`src/rtl/blockmem_2p_pkg.sv`:
```
`default_nettype none
// ============================================================================
// Module : blockmem_2p_pkg
// Shared FSM encoding and read-credit depth for the port-B stream reader.
// Rev    : 1.0
// ============================================================================
package blockmem_2p_pkg;

  // Reads outstanding (buffered + in flight) never exceed this.
  localparam int c_credit_depth = 2;

  typedef enum logic [1:0] {
    ST_IDLE  = 2'd0,
    ST_READ  = 2'd1,
    ST_DRAIN = 2'd2
  } state_t;

endpackage
`default_nettype wire

```
`src/rtl/blockmem_2p_stream_reader_if.sv`:
```
`default_nettype none
// ============================================================================
// Module : blockmem_2p_stream_reader_if
// Command, memory port B and AXI-stream signals of the stream reader.
// Rev    : 1.0
// ============================================================================
interface blockmem_2p_stream_reader_if #(
  parameter int G_DATAWIDTH = 32,
  parameter int G_MEMDEPTH  = 1024
);
  localparam int G_ADDRWIDTH = $clog2(G_MEMDEPTH);

  logic                   cmd_valid;
  logic                   cmd_ready;
  logic [G_ADDRWIDTH-1:0] cmd_addr;
  logic [G_ADDRWIDTH:0]   cmd_len;
  logic                   enb;
  logic [G_ADDRWIDTH-1:0] addrb;
  logic [G_DATAWIDTH-1:0] doutb;
  logic [G_DATAWIDTH-1:0] m_axis_tdata;
  logic                   m_axis_tvalid;
  logic                   m_axis_tready;
  logic                   m_axis_tlast;
  logic                   busy;
  logic                   done;

  modport master (
    input  cmd_valid, cmd_addr, cmd_len, doutb, m_axis_tready,
    output cmd_ready, enb, addrb, m_axis_tdata, m_axis_tvalid, m_axis_tlast, busy, done
  );

  modport slave (
    output cmd_valid, cmd_addr, cmd_len, doutb, m_axis_tready,
    input  cmd_ready, enb, addrb, m_axis_tdata, m_axis_tvalid, m_axis_tlast, busy, done
  );

endinterface
`default_nettype wire

```
`src/rtl/blockmem_2p_rd_fifo.sv`:
```
`default_nettype none
// ============================================================================
// Module : blockmem_2p_rd_fifo
// Two-entry first-word-fall-through FIFO carrying read data plus a last flag.
// Rev    : 1.0
// ============================================================================
module blockmem_2p_rd_fifo
  import blockmem_2p_pkg::*;
#(
  parameter int G_DATAWIDTH = 32
) (
  input  wire logic                   clk,
  input  wire logic                   rst,
  input  wire logic                   i_push,
  input  wire logic [G_DATAWIDTH-1:0] i_push_data,
  input  wire logic                   i_push_last,
  input  wire logic                   i_pop,
  output logic      [G_DATAWIDTH-1:0] o_head_data,
  output logic                        o_head_last,
  output logic      [1:0]             o_count,
  output logic                        o_empty
);

  logic [G_DATAWIDTH-1:0]    r_data [c_credit_depth];
  logic [c_credit_depth-1:0] r_last;
  logic                      r_wr_ptr;
  logic                      r_rd_ptr;
  logic [1:0]                r_count;
  logic                      w_pop;

  // Popping an empty FIFO is ignored so the caller may drive tready freely.
  assign w_pop = i_pop && (r_count != 2'd0);

  always_ff @(posedge clk) begin
    if (rst) begin
      for (int i = 0; i < c_credit_depth; i++) begin
        r_data[i] <= '0;
      end
      r_last   <= '0;
      r_wr_ptr <= 1'b0;
      r_rd_ptr <= 1'b0;
      r_count  <= 2'd0;
    end else begin
      if (i_push) begin
        r_data[r_wr_ptr] <= i_push_data;
        r_last[r_wr_ptr] <= i_push_last;
        r_wr_ptr         <= ~r_wr_ptr;
      end
      if (w_pop) begin
        r_rd_ptr <= ~r_rd_ptr;
      end
      r_count <= r_count + {1'b0, i_push} - {1'b0, w_pop};
    end
  end

  assign o_head_data = r_data[r_rd_ptr];
  assign o_head_last = r_last[r_rd_ptr];
  assign o_count     = r_count;
  assign o_empty     = (r_count == 2'd0);

endmodule
`default_nettype wire

```
`src/rtl/blockmem_2p_stream_reader.sv`:
```
`default_nettype none
// ============================================================================
// Module : blockmem_2p_stream_reader
// Streams cmd_len words from block-memory port B onto AXI-stream.
// Rev    : 1.0
// ============================================================================
module blockmem_2p_stream_reader
  import blockmem_2p_pkg::*;
#(
  parameter int G_DATAWIDTH = 32,
  parameter int G_MEMDEPTH  = 1024
) (
  input wire logic                     clk,
  input wire logic                     rst,
  blockmem_2p_stream_reader_if.master  bus
);

  localparam int                     G_ADDRWIDTH = $clog2(G_MEMDEPTH);
  localparam logic [G_ADDRWIDTH-1:0] c_last_addr = G_ADDRWIDTH'(G_MEMDEPTH - 1);
  localparam logic [G_ADDRWIDTH:0]   c_len_one   = (G_ADDRWIDTH + 1)'(1);

  state_t                 r_state;
  logic [G_ADDRWIDTH-1:0] r_addr;
  logic [G_ADDRWIDTH:0]   r_rem;
  logic                   r_inflight;
  logic                   r_inflight_last;
  logic                   r_busy;
  logic                   r_done;

  logic [G_DATAWIDTH-1:0] w_head_data;
  logic                   w_head_last;
  logic [1:0]             w_fifo_count;
  logic                   w_fifo_empty;
  logic [2:0]             w_credit_used;
  logic                   w_pop;
  logic                   w_has_credit;
  logic                   w_issue;
  logic                   w_last_read;

  assign w_pop         = !w_fifo_empty && bus.m_axis_tready;
  assign w_credit_used = {1'b0, w_fifo_count} + {2'b00, r_inflight};
  // A slot freed by this cycle's pop can be reused at once, sustaining one beat per cycle.
  assign w_has_credit  = (w_credit_used < 3'(c_credit_depth)) ||
                         ((w_credit_used == 3'(c_credit_depth)) && w_pop);
  assign w_issue       = (r_state == ST_READ) && w_has_credit && !rst;
  assign w_last_read   = (r_rem == c_len_one);

  always_ff @(posedge clk) begin
    if (rst) begin
      r_state         <= ST_IDLE;
      r_addr          <= '0;
      r_rem           <= '0;
      r_inflight      <= 1'b0;
      r_inflight_last <= 1'b0;
      r_busy          <= 1'b0;
      r_done          <= 1'b0;
    end else begin
      r_done          <= 1'b0;
      r_inflight      <= w_issue;
      r_inflight_last <= w_issue && w_last_read;
      case (r_state)
        ST_IDLE: begin
          if (bus.cmd_valid) begin
            if (bus.cmd_len == '0) begin
              r_done <= 1'b1;
            end else begin
              r_addr  <= bus.cmd_addr;
              r_rem   <= bus.cmd_len;
              r_busy  <= 1'b1;
              r_state <= ST_READ;
            end
          end
        end
        ST_READ: begin
          if (w_issue) begin
            r_addr <= (r_addr == c_last_addr) ? '0 : r_addr + 1'b1;
            r_rem  <= r_rem - 1'b1;
            if (w_last_read) begin
              r_state <= ST_DRAIN;
            end
          end
        end
        ST_DRAIN: begin
          if (w_pop && w_head_last) begin
            r_state <= ST_IDLE;
            r_busy  <= 1'b0;
            r_done  <= 1'b1;
          end
        end
        default: r_state <= ST_IDLE;
      endcase
    end
  end

  // doutb is valid the cycle after enb, exactly when the in-flight flag is set.
  blockmem_2p_rd_fifo #(
    .G_DATAWIDTH (G_DATAWIDTH)
  ) u_rd_fifo (
    .clk         (clk),
    .rst         (rst),
    .i_push      (r_inflight),
    .i_push_data (bus.doutb),
    .i_push_last (r_inflight_last),
    .i_pop       (w_pop),
    .o_head_data (w_head_data),
    .o_head_last (w_head_last),
    .o_count     (w_fifo_count),
    .o_empty     (w_fifo_empty)
  );

  assign bus.cmd_ready     = (r_state == ST_IDLE) && !rst;
  assign bus.enb           = w_issue;
  assign bus.addrb         = r_addr;
  assign bus.m_axis_tdata  = w_head_data;
  assign bus.m_axis_tvalid = !w_fifo_empty;
  assign bus.m_axis_tlast  = w_head_last && !w_fifo_empty;
  assign bus.busy          = r_busy;
  assign bus.done          = r_done;

endmodule
`default_nettype wire

```
`src/flat_wrapper.sv`:
```
// flat-port wrapper written by rule: the top's interface ports become plain ports
module blockmem_2p_stream_reader_flat import blockmem_2p_pkg::*;
#(
  parameter int G_DATAWIDTH = 32,
  parameter int G_MEMDEPTH  = 1024
)
  (clk, rst, bus_cmd_valid, bus_cmd_addr, bus_cmd_len, bus_doutb, bus_m_axis_tready, bus_cmd_ready, bus_enb, bus_addrb, bus_m_axis_tdata, bus_m_axis_tvalid, bus_m_axis_tlast, bus_busy, bus_done);
  blockmem_2p_stream_reader_if #(.G_DATAWIDTH(G_DATAWIDTH), .G_MEMDEPTH(G_MEMDEPTH)) bus_i ();
  input wire logic clk;
  input wire logic rst;
  input wire logic [$bits(bus_i.cmd_valid)-1:0] bus_cmd_valid;
  input wire logic [$bits(bus_i.cmd_addr)-1:0] bus_cmd_addr;
  input wire logic [$bits(bus_i.cmd_len)-1:0] bus_cmd_len;
  input wire logic [$bits(bus_i.doutb)-1:0] bus_doutb;
  input wire logic [$bits(bus_i.m_axis_tready)-1:0] bus_m_axis_tready;
  output wire logic [$bits(bus_i.cmd_ready)-1:0] bus_cmd_ready;
  output wire logic [$bits(bus_i.enb)-1:0] bus_enb;
  output wire logic [$bits(bus_i.addrb)-1:0] bus_addrb;
  output wire logic [$bits(bus_i.m_axis_tdata)-1:0] bus_m_axis_tdata;
  output wire logic [$bits(bus_i.m_axis_tvalid)-1:0] bus_m_axis_tvalid;
  output wire logic [$bits(bus_i.m_axis_tlast)-1:0] bus_m_axis_tlast;
  output wire logic [$bits(bus_i.busy)-1:0] bus_busy;
  output wire logic [$bits(bus_i.done)-1:0] bus_done;
  assign bus_i.cmd_valid = bus_cmd_valid;
  assign bus_i.cmd_addr = bus_cmd_addr;
  assign bus_i.cmd_len = bus_cmd_len;
  assign bus_i.doutb = bus_doutb;
  assign bus_i.m_axis_tready = bus_m_axis_tready;
  assign bus_cmd_ready = bus_i.cmd_ready;
  assign bus_enb = bus_i.enb;
  assign bus_addrb = bus_i.addrb;
  assign bus_m_axis_tdata = bus_i.m_axis_tdata;
  assign bus_m_axis_tvalid = bus_i.m_axis_tvalid;
  assign bus_m_axis_tlast = bus_i.m_axis_tlast;
  assign bus_busy = bus_i.busy;
  assign bus_done = bus_i.done;
  blockmem_2p_stream_reader #(.G_DATAWIDTH(G_DATAWIDTH), .G_MEMDEPTH(G_MEMDEPTH)) u_core (.clk(clk), .rst(rst), .bus(bus_i));
endmodule
```
`config.mk`:
```
export PLATFORM = sky130hd
export DESIGN_NAME = blockmem_2p_stream_reader_flat
export DESIGN_NICKNAME = d
export VERILOG_FILES = /design/src/rtl/blockmem_2p_pkg.sv /design/src/rtl/blockmem_2p_stream_reader_if.sv /design/src/rtl/blockmem_2p_rd_fifo.sv /design/src/rtl/blockmem_2p_stream_reader.sv /design/src/flat_wrapper.sv
export SDC_FILE = /design/constraint.sdc
export NUM_CORES = 1
export LEC_CHECK = 0
export ABC_CLOCK_PERIOD_IN_PS = 2900
export CORE_MARGIN = 2
export CORE_UTILIZATION = 54
export CTS_CLUSTER_SIZE = 30
export DETAILED_ROUTE_END_ITERATION = 16
export PLACE_DENSITY = 0.85
export REMOVE_ABC_BUFFERS = 1
export SYNTH_ARGS = -nofsm -noshare
export SYNTH_HDL_FRONTEND = slang
export SYNTH_SLANG_ARGS = --single-unit
```
`constraint.sdc`:
```
create_clock -name clk -period 2.9 [get_ports clk]
set_input_delay 0.29 -clock clk [delete_from_list [all_inputs] [get_ports clk]]
set_output_delay 0.29 -clock clk [all_outputs]
set_load 0.005 [all_outputs]
```
# ---- After elaboration in Yosys (flattened, before gate mapping)
# Memory sizes are Yosys's and may differ from the RTL's. A register that Yosys moved wholly into a read port is not among the register bits.
# Index checks and enable logic that the tools add are counted.
dict set report op_classes {
  div_mod_pow 0
  reduce_logical 23
  n_bitwise 2
  muxes 38
  n_eq_ne 10
  add_sub_neg 5
  shifts 0
  order_cmp 4
  multipliers 0
}
# cell count
set ops {}
lappend ops {{two-way mux 10 bit} 4}
lappend ops {{two-way mux 11 bit} 3}
lappend ops {{two-way mux 32 bit} 1}
lappend ops {{OR reduction 32 bit} 1}
lappend ops {{one-hot mux 11 bit (2 select lines)} 1}
lappend ops {{one-hot mux 10 bit (2 select lines)} 1}
lappend ops {{two-way mux 1 bit} 18}
lappend ops {{equality test 11 x 1 -> 1 bit, second input constant} 1}
lappend ops {{logical NOT 11 bit} 1}
lappend ops {{subtractor 11 x 1 -> 11 bit, second input constant} 1}
lappend ops {{adder 10 x 1 -> 10 bit, second input constant} 1}
lappend ops {{equality test 10 bit, second input constant} 1}
lappend ops {{logical AND 1 bit} 10}
lappend ops {{two-way mux 2 bit} 5}
lappend ops {{AND reduction 4 bit} 2}
lappend ops {{inequality test 2 x 1 -> 1 bit, second input constant} 3}
lappend ops {{one-hot mux 2 bit (3 select lines)} 1}
lappend ops {{nonzero test 2 bit} 3}
lappend ops {{AND reduction 5 bit} 1}
lappend ops {{logical NOT 2 bit} 2}
lappend ops {{less-than comparator 1 x 2 -> 1 bit, second input constant} 2}
lappend ops {{inequality test 2 bit, second input constant} 2}
lappend ops {{one-hot mux 1 bit (2 select lines)} 2}
lappend ops {{adder 2 x 1 -> 3 bit} 1}
lappend ops {{12 further kinds} 14}
dict set report totals {
  input_bits 57
  ramBits 64
  output_inout_bits 48
  latchBits 0
  mem_bits_ro 0
  memories 1
  regBits 33
}
# name words width rd rd_clocked_by_memory_dff write_ports line
set memory_table {}
lappend memory_table {u_core.u_rd_fifo.r_data 2 32 1 1 2 blockmem_2p_rd_fifo.sv:24} ;# logic [G_DATAWIDTH-1:0] r_data [c_credit_depth];

# ---- Logic depth before layout (Yosys ltp)
# Gate-level depths: netlist (run 1).
dict set report depth {
  word_depth 9
  ltp_mapped 8
  mapped_depth_nobuf 7
}

# ---- By module
# Synthesis (run 1) repeated with hierarchy kept, for this count alone.
dict set report unflattened {
  hier_cells 459
  area_unflattened_um2 4843.4
}
# mod area_per_inst_um2 cells_per_inst n_inst
set by_module_without_submodules {}
lappend by_module_without_submodules {blockmem_2p_rd_fifo 3158.0 240 1}
lappend by_module_without_submodules {blockmem_2p_stream_reader 1685.4 219 1}

# ---- Least setup slack after synthesis (run 1)
# OpenSTA, ideal clock, no wires.
dict set report synth_timing {
  path_kind {register -> register}
  from {reg u_core.r_inflight}
  to {reg u_core.r_addr[4] (netlist: u_core.bus.addrb[4])}
  period_less_slack_ns 1.864
  required_ns 2.814
  path_buffers 1
  path_stages_with_launch 9
  t_arrival_ns 1.779
  setup_slack_ns 1.036
  cell_sequence {dfxtp_1 > ha_1 > inv_1 > ha_1 > a31o_2 > a21oi_1 > clkbuf_1 > a221oi_1 > a211oi_1}
}
dict set report synth_via {
  elab_chain_len 8
  elab_cells_between_ends 9
}
# element line
set synth_lines {}
lappend synth_lines {{start: declaration} blockmem_2p_stream_reader.sv:25} ;# logic r_inflight;
lappend synth_lines {{start signal: assignment} blockmem_2p_stream_reader.sv:59} ;# r_inflight <= w_issue;
lappend synth_lines {{adder 2 x 1 -> 3 bit *} blockmem_2p_stream_reader.sv:41} ;# assign w_credit_used = {1'b0, w_fifo_count} + {2'b00, r_inflight};
lappend synth_lines {{branches (longest 2 deep; another with less-than comparator 3 x 2 -> 1 bit)} -}
lappend synth_lines {{logical OR 1 bit *} blockmem_2p_stream_reader.sv:43} ;# assign w_has_credit = (w_credit_used < 3'(c_credit_depth)) ||
lappend synth_lines {{logical AND 1 bit * (2 in a row)} blockmem_2p_stream_reader.sv:45} ;# assign w_issue = (r_state == ST_READ) && w_has_credit && !rst;
lappend synth_lines {{inequality test 2 x 1 -> 1 bit (no line) *} -}
lappend synth_lines {{AND reduction 4 bit (no line) *} -}
lappend synth_lines {{end signal: assignment} blockmem_2p_stream_reader.sv:67} ;# r_addr <= bus.cmd_addr;
lappend synth_lines {{end signal: assignment} blockmem_2p_stream_reader.sv:76} ;# r_addr <= (r_addr == c_last_addr) ? '0 : r_addr + 1'b1;
lappend synth_lines {{end: declaration} blockmem_2p_stream_reader.sv:23} ;# logic [G_ADDRWIDTH-1:0] r_addr;
# Every way passes the cells marked *.
# A chain may end at the register's enable or synchronous reset.

# ---- Worst setup path after layout (run 1)
dict set report layout_timing {
  from {reg u_core.r_inflight}
  to {out bus_enb}
}
dict set report layout_via {
  elab_chain_len 6
  elab_cells_between_ends 7
}
# element line
set layout_lines {}
lappend layout_lines {{adder 2 x 1 -> 3 bit *} blockmem_2p_stream_reader.sv:41}
lappend layout_lines {{branches (longest 2 deep; another with less-than comparator 3 x 2 -> 1 bit)} -}
lappend layout_lines {{logical OR 1 bit *} blockmem_2p_stream_reader.sv:43}
lappend layout_lines {{logical AND 1 bit * (2 in a row)} blockmem_2p_stream_reader.sv:45}
lappend layout_lines {{end: declaration} flat_wrapper.sv:17} ;# output wire logic [$bits(bus_i.enb)-1:0] bus_enb;
# Marks and branches as above.

==> impl_metrics.json, run 1 <==
{
  "regArea_um2": 2603,
  "start_kind": "register",
  "portBuffers": 104,
  "root_buffer": "clkbuf_8",
  "drv_slew": 0,
  "cts_setup_buffers": 0,
  "relSlewSlack_pct": 59.59,
  "status": "complete, no violations",
  "cellLeakagePower_nw": 2.268,
  "cts_inserted_buffers": 9,
  "synth-edff-count": 64,
  "grt_pass1_wl_um": 16490,
  "synth.ff_latch_count": 98,
  "drtAntennaViolNets": 0,
  "seqPwrFrac_pct": 48.9,
  "p_switching_uw": 983.2,
  "end_kind": "primary output",
  "syn_area_per_cell_um2": 10.99,
  "fmax_mhz": 415.2,
  "final.min_clock_period_ns": 2.409,
  "h-tree-depth": 3,
  "start_util_pct": 56.17,
  "fin_util_pct": 72.61,
  "power_frac_comb_pct": 27.0,
  "grt_remaining_overflow": 0,
  "track_usage_pct": 21.63,
  "setup_viol": 0,
  "grt_antenna_before_repair": 0,
  "arrival_ns": 2.12,
  "p_clk_share_pct": 24.0,
  "hpwl_um": 7176,
  "p_per_area_nw_per_um2": 574.7,
  "vias_per_cell": 5.592,
  "cap_violations": 0,
  "crit_fanout": 5,
  "coreArea_um2": 8258,
  "multiInputGateArea_um2": 1882,
  "rows": 33,
  "switching_share_pct": 28.54,
  "cts_tree": "yes",
  "critPathKind": "reg -> out",
  "p_int_mw": 2.462,
  "gp_congestion": 0.9239,
  "clk_latency_ns": 0.36,
  "first_pass_iters": 4,
  "drt_iter0_drc": 125,
  "grt_pass1_vias": 3505,
  "synth_warnings": 0,
  "die_y_um": 96.68,
  "avgRoutedWirePerCell_um": 16.04,
  "fp.dieW_um": 96.68,
  "slowest_stage": "clkdlybuf4s50_1",
  "ys_types": 45,
  "hold_class": "reg -> reg",
  "clockBufferDepth": 2,
  "post-route-cell-area_um2": 5996,
  "syn2layout_area_growth_pct": 29.27,
  "num-nets-final": 590,
  "netlist_instances": 422,
  "ir_drop_v": 0.0003343,
  "post_route_cells_drive_above_1_share_pct": 12.83,
  "path_cells": "ha_1 -> inv_1 -> ha_1 -> a31o_2 -> and2_1 -> clkdlybuf4s50_1",
  "vias": 3551,
  "synth_flop_cell": "edfxtp_1",
  "critPathMostFrequentCell": "ha_1",
  "timing.final.crit_share_pct": 83.06,
  "crit_path_max_incr_delay_ns": 0.50,
  "cts_sinks": 98,
  "worst_pin_slew_ns": 0.6062,
  "diodes": 0,
  "async_flop_share_pct": 0,
  "io_pins": 105,
  "clkSlewWorstSetupHoldPaths_ns": 0.09,
  "drt-total-wl_um": 10180,
  "seq_area_frac_synth_pct": 56.11,
  "fin_setup_tns_ns": 0,
  "placed_cell_area_um2": 5811,
  "netlist_area_um2": 4638,
  "clock_skew_ns": 0.01201,
  "final_hold_viol_count": 0,
  "nFillCells": 604,
  "timing.hold.ws_ns": 0.4858,
  "design.die.area_um2": 9347,
  "cts_hold_buf": 0,
  "drc": 0,
  "rsz0062_at_grt": "no",
  "cts_resized": 0,
  "required_ns": 2.61,
  "grt_max_degree": 35
}
-- kinds of logic (layout without fill, tap and decap cells) --
logic type / count (synthesis) / after routing / synth area share, %
flops: 98 / 98 / 56.11
fa+ha+maj: 8 / 8 / 2.158
buf+inv: 41 / 149 / 3.534
mux: 33 / 33 / 7.985
xor+xnor: 8 / 8 / 1.511
compound gates: 73 / 73 / 10.01
simple gates: 161 / 161 / 18.69
-- worst paths after layout --
kind | endpoint | slack, ns | startpoint | cells past startpoint
max | bus_enb | 0.49 | u_core.r_inflight$_SDFF_PP0_ | 6
min | u_core.r_rem[7]$_SDFFE_PP0P_ | 0.49 | u_core.r_rem[7]$_SDFFE_PP0P_ | 2
min reg2reg | u_core.r_rem[7]$_SDFFE_PP0P_ | 0.49 | u_core.r_rem[7]$_SDFFE_PP0P_ | 2
max reg2reg | u_core.r_rem[0]$_SDFFE_PP0P_ | 0.59 | u_core.r_state[1]$_SDFFE_PP0P_ | 5
-- final cells by class --
cell class,count,area share [%]
Clock buffer,9,2.066
Inverter,17,1.064
Multi-Input combinational cell,283,31.39
Clock inverter,7,1.023
Tap cell,105,2.191
Timing Repair Buffer,116,18.86
Sequential cell,98,43.41
-- synth_stat cells (3+ instances only) --
cell,n,area [um^2]
nor2_1,30,112.6
a221oi_1,5,43.79
inv_1,17,63.81
nand2b_1,3,18.77
nor4_1,5,31.28
a21o_1,3,22.52
mux2_2,32,360.4
nand2_1,22,82.58
nor3_1,12,60.06
a211oi_1,5,37.54
nand3_1,6,30.03
clkbuf_1,16,60.06
or2_2,4,25.02
a21oi_1,26,130.1
dfxtp_1,34,680.7
xor2_1,3,26.28
ha_1,8,100.1
and2_1,67,419.2
buf_1,4,15.01
edfxtp_1,64,1922
xnor2_1,5,43.79
o31ai_1,4,30.03
o21ai_0,16,80.08
-- power groups by stage --
stage,registers [mW],clock network (mW),logic (mW)
2_1_floorplan,1.73,0,0.438
4_1_cts,1.69,0.842,0.939
6_report,1.69,0.828,0.932
5_1_grt,1.70,0.894,1.01
3_5_place_dp,1.72,0,0.932
3_3_place_gp,1.71,0,0.914
-- state kept, by name, indices dropped and copies added, names as in the netlist, 2 cells and up, named ones only --
name / flops
u_core.bus.addrb: 10
u_core.u_rd_fifo.r_data: 64
u_core.u_rd_fifo.o_count: 2
u_core.u_rd_fifo.r_last: 2
u_core.r_state: 2
u_core.r_rem: 11
-- stage by stage --
| stage | setup slack [ns] | std cells | total power, mW |
|---|---|---|---|
| after detailed placement | 0.4861 | 619 | 2.650 |
| after CTS | 0.4737 | 635 | 3.467 |
| after floorplan | 0.4710 | 398 | 2.168 |
| after global routing | 0.3596 | 635 | 3.603 |
| after global placement | 0.5852 | 619 | 2.622 |
| final | 0.4914 | 635 | 3.446 |
-- worst max-delay path, delay by kind of cell, from the launching register on --
kind            cells  cell delay (ns)
buf+inv             2             0.55
simple gates        1             0.13
flops               1             0.43
compound gates      1             0.19
fa+ha+maj           2             0.47
-- placed cells by master (no fill, tap or decap), types with 2 or more instances in the layout --
cell type        netlist  layout
inv_1                 17      17
buf_4                  2      12
nor3b_1                2       2
or4_1                  2       2
o31ai_1                4       4
a21oi_1               26      26
inv_8                  0       2
ha_1                   8       8
clkbuf_8               0       9
nor2b_1                2       2
nand2_1               22      22
a221oi_1               5       5
nor3_1                12      10
nor3_2                 0       2
clkinv_4               0       2
nor2_1                30      30
dfxtp_1               34      34
nand4_1                2       2
nor4_1                 5       5
edfxtp_1              64      64
nand2b_1               3       3
and2_1                67      67
or2_2                  4       4
xor2_1                 3       3
mux2_2                32      32
a22o_1                 2       2
a211o_1                2       2
a211oi_1               5       5
xnor2_1                5       5
o211ai_1               2       2
a21o_1                 3       3
o21ai_0               16      16
clkdlybuf4s50_1        0     104
nand3_1                6       6
-- per-layer routing --
metal,track usage (%),up-vias,wire length (um)
met1,27.68,1701,4365
li1,-,1702,-
met3,3.974,16,559
met4,6.176,0,171
met2,37.66,132,5088
met5,0,-,0
Power figures use the tool's default switching activity.
==> inputs of run 2 (changes only) <==
--- a/config.mk
+++ b/config.mk
@@ -5,12 +5,12 @@
 export SDC_FILE = /design/constraint.sdc
 export NUM_CORES = 1
 export LEC_CHECK = 0
-export ABC_CLOCK_PERIOD_IN_PS = 2900
+export ABC_CLOCK_PERIOD_IN_PS = 2300
 export CORE_MARGIN = 2
-export CORE_UTILIZATION = 54
+export CORE_UTILIZATION = 50
 export CTS_CLUSTER_SIZE = 30
 export DETAILED_ROUTE_END_ITERATION = 16
-export PLACE_DENSITY = 0.85
+export PLACE_DENSITY = 0.8
 export REMOVE_ABC_BUFFERS = 1
 export SYNTH_ARGS = -nofsm -noshare
 export SYNTH_HDL_FRONTEND = slang
==> constraint.sdc (replaced) <==
create_clock -name clk -period 2.3 [get_ports clk]
set_input_delay 0.23 -clock clk [delete_from_list [all_inputs] [get_ports clk]]
set_output_delay 0.23 -clock clk [all_outputs]
set_load 0.005 [all_outputs]
==> impl_metrics.json, run 2 (same netlist as run 1, synthesis figures left out) <==
{
  "critPathKind": "reg -> out",
  "cap_violations": 0,
  "wl_met2_um": 4987,
  "io_pins": 105,
  "fin_setup_tns_ns": 0,
  "final_hold_viol_count": 0,
  "post_route_cells_drive_above_1_share_pct": 13.88,
  "cts_tree": "yes",
  "p_total_mw": 4.431,
  "reg2reg_slack_ns": 0.31,
  "rows": 35,
  "wl_met3_um": 589,
  "ir_drop_v": 0.0003294,
  "gp_congestion": 0.8824,
  "final_cells": 644,
  "cellLeakagePower_nw": 2.319,
  "drc": 0,
  "required_ns": 2.07,
  "mostFrequentLayoutCell": "clkdlybuf4s50_1",
  "grt_max_degree": 35,
  "setup_viol": 0,
  "start_kind": "register",
  "drtAntennaViolNets": 0,
  "status": "complete, no violations",
  "crit_fanout": 32,
  "drt-total-wl_um": 10300,
  "avgRoutedWirePerCell_um": 15.99,
  "final.min_clock_period_ns": 2.032,
  "track_usage_pct": 20.96,
  "vias_per_cell": 5.444,
  "vias": 3506,
  "rsz0062_at_grt": "no",
  "end_kind": "primary output",
  "grt_antenna_before_repair": 0,
  "cts_setup_buffers": 0,
  "min_path_cells": 2,
  "timing.hold.ws_ns": 0.4602,
  "timing.final.crit_share_pct": 88.34,
  "first_pass_iters": 4,
  "hold_class": "reg -> reg",
  "num-nets-final": 593,
  "clkSlewWorstSetupHoldPaths_ns": 0.11,
  "layout_common_cells": "103 x clkdlybuf4s50_1, 67 x and2_1, 64 x edfxtp_1",
  "wl_met1_um": 4654,
  "grt_pass1_wl_um": 16660,
  "cts_inserted_buffers": 9,
  "worst_pin_slew_ns": 0.8228,
  "cts_hold_buf": 0,
  "grt_remaining_overflow": 0,
  "clock_skew_ns": 0.01636,
  "drv_slew": 0,
  "drt_iter0_drc": 95,
  "die_y_um": 100.3,
  "syn2layout_area_growth_pct": 31.59,
  "root_buffer": "clkbuf_8",
  "design.die.area_um2": 10060,
  "cts_sinks": 98,
  "regMostFlops": "u_core.u_rd_fifo.r_data",
  "fmax_mhz": 492.2,
  "fp.dieW_um": 100.3,
  "hpwl_um": 6998,
  "diodes": 0,
  "clk_latency_ns": 0.36,
  "clockBufferDepth": 2,
  "grt_pass1_vias": 3575,
  "p_per_area_nw_per_um2": 726.0,
  "h-tree-depth": 3,
  "arrival_ns": 1.80,
  "top_layer_used": "met4",
  "placedCellCount": 628,
  "coreArea_um2": 9109,
  "largest_register_ffs": 64,
  "start_util_pct": 50.92,
  "portBuffers": 104,
  "relSlewSlack_pct": 44.85,
  "ff2ff_path_depth": 6
}
-- run 2: cell types whose count changed in the layout (fill, tap and decap cells not counted), sizes merged --
cell | previous run | this run
clkdlybuf4s50 | 104 | 103
clkinv | 3 | 2
buf | 12 | 15
clkbuf | 9 | 10
dlymetal6s2s | 0 | 1
-- run 2: critical path: stages (launching register included) --
cell,delay (ns)
dfxtp_1,0.37
buf_12,0.23
mux2_2,0.36
clkdlybuf4s50_1,0.48
-- run 2: layout make-up --
| type | count | area [um^2] |
|---|---|---|
| timing repair buffer | 119 | 1206 |
| fill | 718 | 3005 |
| tap | 111 | 138.9 |
| clock inverter | 6 | 56.30 |
| inverter | 17 | 63.81 |
| sequential | 98 | 2608 |
| multi-input combinational | 283 | 1893 |
| clock buffer | 10 | 137.6 |
-- run 2: worst paths after layout --
kind | endpoint | startpoint
max | bus_m_axis_tdata[1] | register
min | u_core.u_rd_fifo.r_last[0]$_SDFFE_PP0P_ | u_core.r_inflight_last$_SDFF_PP0_
max reg2reg | u_core.bus.addrb[4]$_SDFFE_PP0P_ | u_core.bus.addrb[0]$_SDFFE_PP0P_
min reg2reg | u_core.u_rd_fifo.r_last[0]$_SDFFE_PP0P_ | u_core.r_inflight_last$_SDFF_PP0_
-- run 2: timing repair --
action,4_1_cts,5_1_grt
pin swaps,0,0
hold endpoints to repair,0,0
endpoints found under the setup margin,1,1
gates cloned,0,0
resized for setup,3,3
-- run 2: layer usage --
| metal | global-route usage [%] | vias up |
|---|---|---|
| met5 | 0 | - |
| met4 | 5.901 | 0 |
| met3 | 4.387 | 6 |
| met2 | 35.73 | 124 |
| met1 | 27.12 | 1665 |
| li1 | - | 1711 |
-- run 2: metrics by stage --
stage	utilization (%)	cell area, um^2	setup WS, ns
floorplan	-	4538	-0.1290
global route	67.01	6103	0.1756
CTS	66.85	6090	0.006552
detailed placement	64.67	5891	0.2329
global placement	64.67	5891	0.3113
finish	67.01	6103	0.2682
-- run 2: power by group --
part | leakage, nW | internal (mW) | switching, mW
registers | 0.946 | 2.02 | 0.108
clock network | 0.0969 | 0.446 | 0.629
logic | 1.28 | 0.710 | 0.514
